`src/rtl/chess_turn_controller_pkg.sv`:
```
// Shared state encodings and turn constants for the chess clock
// sequencer and the display path that decodes its outputs.
package chess_turn_controller_pkg;

   typedef enum logic [2:0] {
      ST_INIT  = 3'd0,
      ST_READY = 3'd1,
      ST_RUN_W = 3'd2,
      ST_RUN_B = 3'd3,
      ST_PAUSE = 3'd4,
      ST_OVER  = 3'd5
   } state_t;

   localparam logic TURN_WHITE = 1'b0;
   localparam logic TURN_BLACK = 1'b1;

endpackage

```
`src/rtl/chess_turn_controller_prescaler.sv`:
```
// Free-running divider that produces one TICK per TICK_DIV enabled
// cycles; holds its count while disabled.
module tick_prescaler #(
   parameter int TICK_DIV = 100_000_000
) (
   input  logic CLK,
   input  logic CLR,
   input  logic EN,
   output logic TICK
);

   localparam int CW = (TICK_DIV > 1) ? $clog2(TICK_DIV) : 1;
   localparam logic [CW-1:0] LAST = CW'(TICK_DIV - 1);

   logic [CW-1:0] r_cnt;
   logic          w_last;

   assign w_last = (r_cnt == LAST);
   assign TICK   = EN & w_last;

   // divider count: wraps at LAST, frozen when not enabled
   always_ff @(posedge CLK) begin
      if (CLR) begin
         r_cnt <= '0;
      end else if (EN) begin
         r_cnt <= w_last ? '0 : r_cnt + CW'(1);
      end
   end

endmodule

```
`src/rtl/chess_turn_controller.sv`:
```
// Chess clock game sequencer: selects the running timer, gates its
// count pulse, and tracks turn, flag fall and completed moves.
module chess_turn_controller
   import chess_turn_controller_pkg::*;
#(
   parameter int TICK_DIV  = 100_000_000,
   parameter int MOVE_W    = 8,
   parameter int MAX_MOVES = 199
) (
   input  logic              CLK,
   input  logic              CLR,
   input  logic              BTN_WHITE,
   input  logic              BTN_BLACK,
   input  logic              BTN_START,
   input  logic              BTN_NEW,
   input  logic              OVF_WHITE,
   input  logic              OVF_BLACK,
   output logic              CE_WHITE,
   output logic              CE_BLACK,
   output logic              IMP_WHITE,
   output logic              IMP_BLACK,
   output logic              CLR_TIMERS,
   output logic              TURN,
   output logic              RUNNING,
   output logic              FLAG_WHITE,
   output logic              FLAG_BLACK,
   output logic [MOVE_W-1:0] MOVES
);

   localparam logic [MOVE_W-1:0] MAX_M = MOVE_W'(MAX_MOVES);

   state_t            r_state;
   state_t            w_next;
   logic              r_btn_w_q;
   logic              r_btn_b_q;
   logic              r_btn_s_q;
   logic              r_btn_n_q;
   logic              r_turn;
   logic              w_turn;
   logic              r_flag_w;
   logic              w_flag_w;
   logic              r_flag_b;
   logic              w_flag_b;
   logic [MOVE_W-1:0] r_moves;
   logic [MOVE_W-1:0] w_moves;
   logic              r_imp_w;
   logic              r_imp_b;
   logic              w_e_w;
   logic              w_e_b;
   logic              w_e_start;
   logic              w_e_new;
   logic              w_run_w;
   logic              w_run_b;
   logic              w_tick;
   logic              w_pre_clr;

   assign w_e_w     = BTN_WHITE & ~r_btn_w_q;
   assign w_e_b     = BTN_BLACK & ~r_btn_b_q;
   assign w_e_start = BTN_START & ~r_btn_s_q;
   assign w_e_new   = BTN_NEW   & ~r_btn_n_q;

   assign w_run_w   = (r_state == ST_RUN_W);
   assign w_run_b   = (r_state == ST_RUN_B);
   assign w_pre_clr = CLR | (r_state == ST_INIT);

   tick_prescaler #(
      .TICK_DIV (TICK_DIV)
   ) u_pre (
      .CLK  (CLK),
      .CLR  (w_pre_clr),
      .EN   (w_run_w | w_run_b),
      .TICK (w_tick)
   );

   // next state, turn, flags and move count; overflow outranks buttons
   always_comb begin
      w_next   = r_state;
      w_turn   = r_turn;
      w_flag_w = r_flag_w;
      w_flag_b = r_flag_b;
      w_moves  = r_moves;
      unique case (r_state)
         ST_INIT: begin
            w_next   = ST_READY;
            w_turn   = TURN_WHITE;
            w_flag_w = 1'b0;
            w_flag_b = 1'b0;
            w_moves  = '0;
         end
         ST_READY: begin
            if (w_e_start) w_next = ST_RUN_W;
         end
         ST_RUN_W: begin
            if (OVF_WHITE) begin
               w_next   = ST_OVER;
               w_flag_w = 1'b1;
            end else if (w_e_start) begin
               w_next = ST_PAUSE;
            end else if (w_e_w) begin
               w_next = ST_RUN_B;
               w_turn = TURN_BLACK;
            end
         end
         ST_RUN_B: begin
            if (OVF_BLACK) begin
               w_next   = ST_OVER;
               w_flag_b = 1'b1;
            end else if (w_e_start) begin
               w_next = ST_PAUSE;
            end else if (w_e_b) begin
               w_next  = ST_RUN_W;
               w_turn  = TURN_WHITE;
               w_moves = (r_moves >= MAX_M) ? r_moves
                                            : r_moves + MOVE_W'(1);
            end
         end
         ST_PAUSE: begin
            if (w_e_new) begin
               w_next   = ST_INIT;
               w_turn   = TURN_WHITE;
               w_flag_w = 1'b0;
               w_flag_b = 1'b0;
               w_moves  = '0;
            end else if (w_e_start) begin
               w_next = (r_turn == TURN_BLACK) ? ST_RUN_B : ST_RUN_W;
            end
         end
         ST_OVER: begin
            if (w_e_new) begin
               w_next   = ST_INIT;
               w_turn   = TURN_WHITE;
               w_flag_w = 1'b0;
               w_flag_b = 1'b0;
               w_moves  = '0;
            end
         end
         default: begin
            w_next = ST_INIT;
         end
      endcase
   end

   // state, button history and registered count pulses
   always_ff @(posedge CLK) begin
      if (CLR) begin
         r_state   <= ST_INIT;
         r_btn_w_q <= 1'b0;
         r_btn_b_q <= 1'b0;
         r_btn_s_q <= 1'b0;
         r_btn_n_q <= 1'b0;
         r_turn    <= TURN_WHITE;
         r_flag_w  <= 1'b0;
         r_flag_b  <= 1'b0;
         r_moves   <= '0;
         r_imp_w   <= 1'b0;
         r_imp_b   <= 1'b0;
      end else begin
         r_state   <= w_next;
         r_btn_w_q <= BTN_WHITE;
         r_btn_b_q <= BTN_BLACK;
         r_btn_s_q <= BTN_START;
         r_btn_n_q <= BTN_NEW;
         r_turn    <= w_turn;
         r_flag_w  <= w_flag_w;
         r_flag_b  <= w_flag_b;
         r_moves   <= w_moves;
         r_imp_w   <= w_tick & w_run_w;
         r_imp_b   <= w_tick & w_run_b;
      end
   end

   assign CE_WHITE   = w_run_w;
   assign CE_BLACK   = w_run_b;
   assign RUNNING    = w_run_w | w_run_b;
   assign IMP_WHITE  = r_imp_w;
   assign IMP_BLACK  = r_imp_b;
   assign CLR_TIMERS = (r_state == ST_INIT) & ~CLR;
   assign TURN       = r_turn;
   assign FLAG_WHITE = r_flag_w;
   assign FLAG_BLACK = r_flag_b;
   assign MOVES      = r_moves;

endmodule

```
`config.mk`:
```
export PLATFORM = sky130hd
export DESIGN_NAME = chess_turn_controller
export DESIGN_NICKNAME = d
export VERILOG_FILES = /design/src/rtl/chess_turn_controller_pkg.sv /design/src/rtl/chess_turn_controller_prescaler.sv /design/src/rtl/chess_turn_controller.sv
export SDC_FILE = /design/constraint.sdc
export NUM_CORES = 1
export LEC_CHECK = 0
export ABC_AREA = 1
export CAP_MARGIN = 20
export CELL_PAD_IN_SITES_DETAIL_PLACEMENT = 0
export CELL_PAD_IN_SITES_GLOBAL_PLACEMENT = 2
export CORE_UTILIZATION = 34
export DETAILED_ROUTE_END_ITERATION = 16
export PLACE_DENSITY_LB_ADDON = 0.1
export SLEW_MARGIN = 20
export SYNTH_ARGS = -nofsm -noshare
export SYNTH_HDL_FRONTEND = slang
export SYNTH_HIERARCHICAL = 1
export SYNTH_SLANG_ARGS = --single-unit
```
`constraint.sdc`:
```
create_clock -name CLK -period 3.95 [get_ports CLK]
set_input_delay 0.79 -clock CLK [delete_from_list [all_inputs] [get_ports CLK]]
set_output_delay 0.79 -clock CLK [all_outputs]
set_load 0.005 [all_outputs]
```
Yosys cells after proc, flatten, opt, wreduce, memory -nomap -nowiden:

Cells that the tools add are included.

* register bits after elaboration: 47
* input port bits: 8
* output and inout bits: 17
* logic and storage cells: 92

* add/sub/neg operators: 2
* magnitude comparators: 1
* eq/ne operators: 21
* muxes and demuxes: 31
* bitwise logic cells: 15
* reduce and logical (&&, ||, !) cells: 10

Operators by type and width (count)
* 8-bit 2-to-1 mux: 5
* 3-bit 2-to-1 mux: 10
* 27-bit by 1-bit adder with 27-bit output, second input constant: 1
* 27-bit equality test, second input constant: 1
* 27-bit 2-to-1 mux: 1
* 8-bit case mux with 3 select lines: 1
* 2-bit != test, second input constant: 11
* 3-bit case mux with 6 select lines: 1
* 1-bit 2-to-1 mux: 10
* 8-bit by 1-bit adder with 8-bit output, second input constant: 1
* 1-bit bitwise AND: 8
* 8-bit greater-or-equal comparator, second input constant: 1
* 4-bit != test, second input constant: 2
* 8-bit AND reduction: 1
* 3-bit by 2-bit equality test with 1-bit output, second input constant: 2
* 3-bit equality test, second input constant: 2
* 1-bit case mux with 3 select lines: 2
* 3-bit AND reduction: 2
* 6-bit AND reduction: 1
* 3-bit nonzero test: 2
* 1-bit inverter: 5
* 5-bit AND reduction: 1
* 1-bit case mux with 4 select lines: 1
* 4-bit nonzero test: 1
* 6 further kinds: 7

Longest topological paths before layout:

Gate-level depths: netlist of run 1.

* depth in word-level cells: 6
* mapped depth: 14

Modules after synthesis:

The synthesis of run 1 kept the hierarchy.

By module, submodules not included
* tick_prescaler: instances 1, cells an instance 232, area an instance 1564.0 um2, seq. area each 540.5 um2
* chess_turn_controller: instances 1, cells an instance 198, area an instance 1267.5 um2, seq. area each 400.4 um2

Worst setup path after synthesis of run 1:

No wires, ideal clock.

* kind: input to output
* start point: input CLR
* end point: output CLR_TIMERS
* data arrival time: 1449 ps
* slack: 1711 ps
* stages on the path: 3
* cells stage by stage: clkbuf_1 -> clkbuf_1 -> nor2_1

* word-level cells in the longest chain between the ends: 2

RTL lines
* from (decl): RTL line chess_turn_controller.sv:11 `input logic CLR,`
* 1-bit inverter: RTL line chess_turn_controller.sv:177 `assign CLR_TIMERS = (r_state == ST_INIT) & ~CLR;`
* 1-bit bitwise AND: RTL line chess_turn_controller.sv:177
* to (decl): RTL line chess_turn_controller.sv:22 `output logic CLR_TIMERS,`

No other way between the ends.

Worst setup path in the final report of run 1:

Same ends and word-level chain as after synthesis.

==> metrics.cfg, run 1 <==
[status]
status = finished clean

[logic_synthesis]
synth-edff-count = 0
ys_seq_area_share_pct = 33.2
yosys_warnings = 6
synthFlopType = dfxtp_1
netlist_instances = 430
synth_top_area_share_pct = 33.2
synth_seq_cells = 47
async_reset_ff_share_pct = 0
synth_most_common_cell = nand2_1
ys_types = 35
syn-num-nets = 440
syn_avg_cell_area_um2 = 6.58
synth.area.top_cells = dfxtp_1, nand2_1, nor2_1
synth_top_area_cell = dfxtp_1
syn-cell-area_um2 = 2830
synth_commonest_cells = nand2_1, nor2_1, dfxtp_1

[drt]
drtIter0Drc = 86
first_pass_iters = 4
wirelength_mm = 6.60
vias = 2575
drc = 0
antenna_left = 0
routedWlPerCell_um = 11.8
vias_per_cell = 4.61

[placed_design]
port_buffers = 24
dp.final_hpwl_mm = 5.06
place.gp.congestion = 0.828
place_ws_ns = 1.19

[flow_run]
maxCapViolCount = 0

[sta]
worstMarginPinSlew_ns = 0.442
fin_crit_ns = 2.74
setup_ws_ns = 1.21
finalCritPeriodShare_pct = 69.5
clock.fmax_mhz = 364
relSlewSlack_pct = 70.4
setup_viol = 0
fin_skew_ns = 0.00722
drv_slew = 0
fin_setup_tns_ns = 0
finalHoldViolations = 0
rsz0062_at_grt = false

[worst_setup_path]
crit_fanout = 2
endpoint_kind = primary output
worstPathRequired_ns = 3.16
critPathLaunchType = input pin
rr_worst_depth = 10
crit-reg2reg-capture = u_pre/r_cnt[22]
r2r_slack_ns = 1.96
path_class = input pin to primary output
rr_startpoint = r_state[2]
cp.arrival_ns = 1.95

[finish]
drive_gt1_share_pct = 13.6
final_nets = 466
area_delta_synth_final_pct = 16.4
diodes = 0

[hold_path]
hold_path_class = register to register
min_path_cells = 2
holdPathEnd = FLAG_BLACK
hp-start = FLAG_BLACK

[clock_network]
cts_made_buffers = 5
clock_latency_ns = 0.30
clk_pin_slew_ns = 0.09
cts_hold_buf = 0
cts.sinks = 47
htreeDepth = 2
cts_tree = done
post_cts_buffers = 0
cts_max_path_buffers = 2
cts_resized = 0
root_buffer = clkbuf_8

[grt]
grt_overflow_total = 0
grt_pass1_vias = 2454
track_usage_pct = 16.7
grt_max_degree = 19
antenna_found_initial = 0
grt_pass1_wl_mm = 11.5

[die]
dieArea_um2 = 8700
rows = 32
core-area_um2 = 7890
initial_core_util_pct = 35.9
die_width_um = 93.3
io_pins = 25
die_y_um = 93.3

[pwr]
internal_power_uw = 933
p_sw_share_pct = 36.6
p_comb_share_pct = 34.0
ir_drop_uv = 225
p_seq_share_pct = 37.5
p_clk_share_pct = 28.5
p_switching_uw = 538
p_per_area_nw_per_um2 = 446
p_leak_uw = 0.00123

flip-flops by register name (all words and copies together) (netlist names):
signal,count
MOVES,8
FLAG_BLACK,1
r_state,3
r_btn_w_q,1
FLAG_WHITE,1
u_pre/r_cnt,27
TURN,1
r_btn_s_q,1
IMP_BLACK,1
r_btn_b_q,1
IMP_WHITE,1
r_btn_n_q,1
stage by stage:
step	cells	power (uW)	utilization (%)	hold WS (ns)	area [um^2]
floorplan	430	929	-	0.456	2830
global placement	551	1070	40.1	0.453	3160
CTS	559	1500	41.8	0.472	3300
finish	559	1470	41.8	0.468	3300
detailed placement	551	1070	40.1	0.459	3160
global route	559	1580	41.8	0.524	3300
area by class of cell:
class	instances	area [um^2]
clock buffers	6	72.6
fillers	819	4590
flip-flops and latches	47	941
repair buffers	25	248
inverters	49	186
multi-input cells	328	1660
well taps	102	128
clock inverters	2	60.1
cell families after synthesis:
family	after synthesis	synth area share [%]
buf+inv	55	8.09
simple gates	276	46.3
xor+xnor	11	3.40
fa+ha+maj	2	0.884
flops	47	33.2
compound gates	38	7.73
mux	1	0.354
cells in the final DEF, fill, tap and decap left out:
cell type          n
nor2_1            87
nor3b_1            1
o211ai_1           1
clkbuf_1           1
nand3_2            5
clkbuf_8           5
dfxtp_1           47
xnor2_1            2
a21oi_2            1
inv_4              1
inv_1             41
nor2_4            11
nor2_8             1
o22ai_1            1
o21bai_4           1
nand3_4            1
buf_4              1
nand2_2           14
nand2_1          106
nand3_1           24
inv_2              7
nand4_1            3
a21oi_1           20
nand3b_1           3
and2_1             1
o21ai_0            9
bufinv_16          2
nand2_4            1
clkdlybuf4s50_1   24
o21ai_2            2
o21ai_1            3
ha_1               2
nor3_1             9
nor2_2             9
mux2i_1            1
xor2_1             9
per-layer routing:
layer / GRT usage, % / up-vias / wire length [um]
li1: - / 1394 / -
met1: 21.2 / 1146 / 3240
met2: 28.6 / 28 / 3140
met3: 3.01 / 7 / 153
met4: 5.13 / 0 / 74
met5: 0 / - / 0
worst max-delay path by stage:
stage                     from         end  slack, ns  depth (start not counted)
global placement           CLR  CLR_TIMERS       1.17                          3
detailed placement         CLR  CLR_TIMERS       1.19                          3
finish                     CLR  CLR_TIMERS       1.21                          3
floorplan                  CLR  CLR_TIMERS       1.71                          3
global route        r_state[2]     RUNNING       1.11                          4
CTS                        CLR  CLR_TIMERS       1.17                          3
power groups by stage:
| stage | combinational, uW | clock (uW) | sequential [uW] |
|---|---|---|---|
| final | 500 | 420 | 552 |
| after global placement | 507 | 0 | 564 |
| after global routing | 569 | 455 | 559 |
| after detailed placement | 505 | 0 | 562 |
| after floorplan | 386 | 0 | 543 |
| after CTS | 508 | 439 | 552 |
critical path, cell delays in order:
cell	delay [ns]
clkdlybuf4s50_1	0.46
nor2_1	0.18
clkdlybuf4s50_1	0.53
(Power assumes the default switching activity.)
==> run 2, diff against run 1 <==
--- a/config.mk
+++ b/config.mk
@@ -9,7 +9,7 @@
 export CAP_MARGIN = 20
 export CELL_PAD_IN_SITES_DETAIL_PLACEMENT = 0
 export CELL_PAD_IN_SITES_GLOBAL_PLACEMENT = 2
-export CORE_UTILIZATION = 34
+export CORE_UTILIZATION = 32
 export DETAILED_ROUTE_END_ITERATION = 16
 export PLACE_DENSITY_LB_ADDON = 0.1
 export SLEW_MARGIN = 20
==> constraint.sdc (replaced) <==
create_clock -name CLK -period 2.75 [get_ports CLK]
set_input_delay 0.55 -clock CLK [delete_from_list [all_inputs] [get_ports CLK]]
set_output_delay 0.55 -clock CLK [all_outputs]
set_load 0.005 [all_outputs]
==> metrics.cfg, run 2 (synthesized netlist as in run 1, its figures left out) <==
[status]
status = finished clean  ; unchanged

[grt]
antenna_found_initial = 0  ; unchanged
grt_max_degree = 19  ; unchanged
grt_pass1_vias = 2437  ; was 2454
track_usage_pct = 16.2  ; was 16.7%
grt_pass1_wl_mm = 11.4  ; was 11.5 mm
grt_overflow_total = 0  ; unchanged

[drt]
routedWlPerCell_um = 12.0  ; was 11.8 um
wirelength_mm = 6.75  ; was 6.60 mm
antenna_left = 0  ; unchanged
vias_per_cell = 4.65  ; was 4.61
vias = 2613  ; was 2575
first_pass_iters = 4  ; unchanged
drc = 0  ; unchanged
drtIter0Drc = 75  ; was 86

[worst_setup_path]
crit_fanout = 10  ; was 2
setup.worst_path.start = r_state[2]  ; was CLR
endpoint_kind = primary output  ; unchanged
rr_startpoint = r_state[2]  ; unchanged
critPathLaunchType = register  ; was input pin
worstPathRequired_ns = 2.20  ; was 3.16 ns
cp.arrival_ns = 1.89  ; was 1.95 ns
path_class = register to primary output  ; was input pin to primary output

[finish]
largest_reg_flops = 27  ; unchanged
diodes = 0  ; unchanged
regMostFlops = u_pre/r_cnt  ; unchanged
layout_commonest_cell = nand2_1  ; unchanged
area_delta_synth_final_pct = 15.2  ; was 16.4%
final_nets = 467  ; was 466
fin_cells = 562  ; was 559
mostFrequentLayoutCells = nand2_1, nor2_1, dfxtp_1  ; unchanged
drive_gt1_share_pct = 13.8  ; was 13.6%

[clock_network]
cts_max_path_buffers = 2  ; unchanged
clk_pin_slew_ns = 0.09  ; about the same
cts_made_buffers = 5  ; unchanged
root_buffer = clkbuf_8  ; unchanged
post_cts_buffers = 0  ; unchanged
cts_tree = done  ; unchanged
cts.sinks = 47  ; unchanged
cts_resized = 0  ; unchanged
clock_latency_ns = 0.30  ; about the same
cts_hold_buf = 0  ; unchanged
htreeDepth = 2  ; unchanged

[sta]
fin_crit_ns = 2.44
finalHoldViolations = 0  ; unchanged
drv_slew = 0  ; unchanged
fin_setup_tns_ns = 0  ; unchanged
relSlewSlack_pct = 71.8  ; was 70.4%
fin_skew_ns = 0.00513  ; was 0.00722 ns
setup_viol = 0  ; unchanged
worstMarginPinSlew_ns = 0.422  ; was 0.442 ns
finalCritPeriodShare_pct = 88.7
rsz0062_at_grt = false  ; unchanged
clock.fmax_mhz = 410

[pwr]
ir_drop_uv = 279  ; was 225 uV
p_leak_uw = 0.00121  ; was 0.00123 uW
p_per_area_nw_per_um2 = 602  ; was 446 nW/um^2

[hold_path]
hold_path_class = register to register  ; unchanged
hp-start = FLAG_WHITE  ; was FLAG_BLACK

[placed_design]
dp_cells = 555  ; was 551
dp.final_hpwl_mm = 5.13  ; was 5.06 mm
place.gp.congestion = 0.799  ; was 0.828
port_buffers = 24  ; unchanged

[flow_run]
maxCapViolCount = 0  ; unchanged

[die]
initial_core_util_pct = 33.8  ; was 35.9%
core-area_um2 = 8380  ; was 7890 um^2
dieArea_um2 = 9230  ; was 8700 um^2
die_width_um = 96.1  ; was 93.3 um
rows = 33  ; was 32
io_pins = 25  ; unchanged
die_y_um = 96.1  ; was 93.3 um

## run 2: per-stage QoR
step / utilization, % / power (uW) / setup WS (ns) / area (um^2) / hold WS [ns]
global route: 38.9 / 2110 / 0.153 / 3260 / 0.510
CTS: 38.9 / 1990 / 0.264 / 3260 / 0.475
finish: 38.9 / 1970 / 0.312 / 3260 / 0.470
floorplan: - / 1330 / 0.991 / 2830 / 0.456
detailed placement: 37.9 / 1550 / 0.485 / 3180 / 0.460
global placement: 37.9 / 1560 / 0.446 / 3180 / 0.455
## run 2: path summary, 6_finish.rpt
check / end / slack, ns / cells after the start
max: RUNNING / 0.31 / 4
min: FLAG_WHITE / 0.47 / 2
max reg2reg: u_pre/r_cnt[22] / 0.77 / 10
min reg2reg: FLAG_WHITE / 0.47 / 2
## run 2: cell type report
cell class,instances,area (um^2)
inverters,49,186
clock buffers,6,82.6
multi-input cells,328,1660
well taps,105,131
flip-flops and latches,47,941
repair buffers,26,255
fillers,931,5120
clock inverters,1,5.00
## run 2: critical path, cell delays in order, from the launching register on
cell and delay [ns]:
dfxtp_1 0.45, inv_2 0.14, nand2_1 0.10, inv_1 0.32, clkdlybuf4s50_1 0.57
## run 2: per-layer routing
| layer | up-vias | GRT usage [%] | wire, um |
|---|---|---|---|
| met1 | 1181 | 20.1 | 3300 |
| met2 | 32 | 28.3 | 3240 |
| li1 | 1394 | - | - |
| met5 | - | 0 | 0 |
| met4 | 0 | 5.10 | 70 |
| met3 | 6 | 2.76 | 147 |
## run 2: power breakdown
| part | switching, uW | total, uW | internal, uW |
|---|---|---|---|
| combinational | 468 | 732 | 264 |
| clock | 241 | 440 | 198 |
| sequential | 72.7 | 793 | 721 |
| total | 782 | 1970 | 1180 |
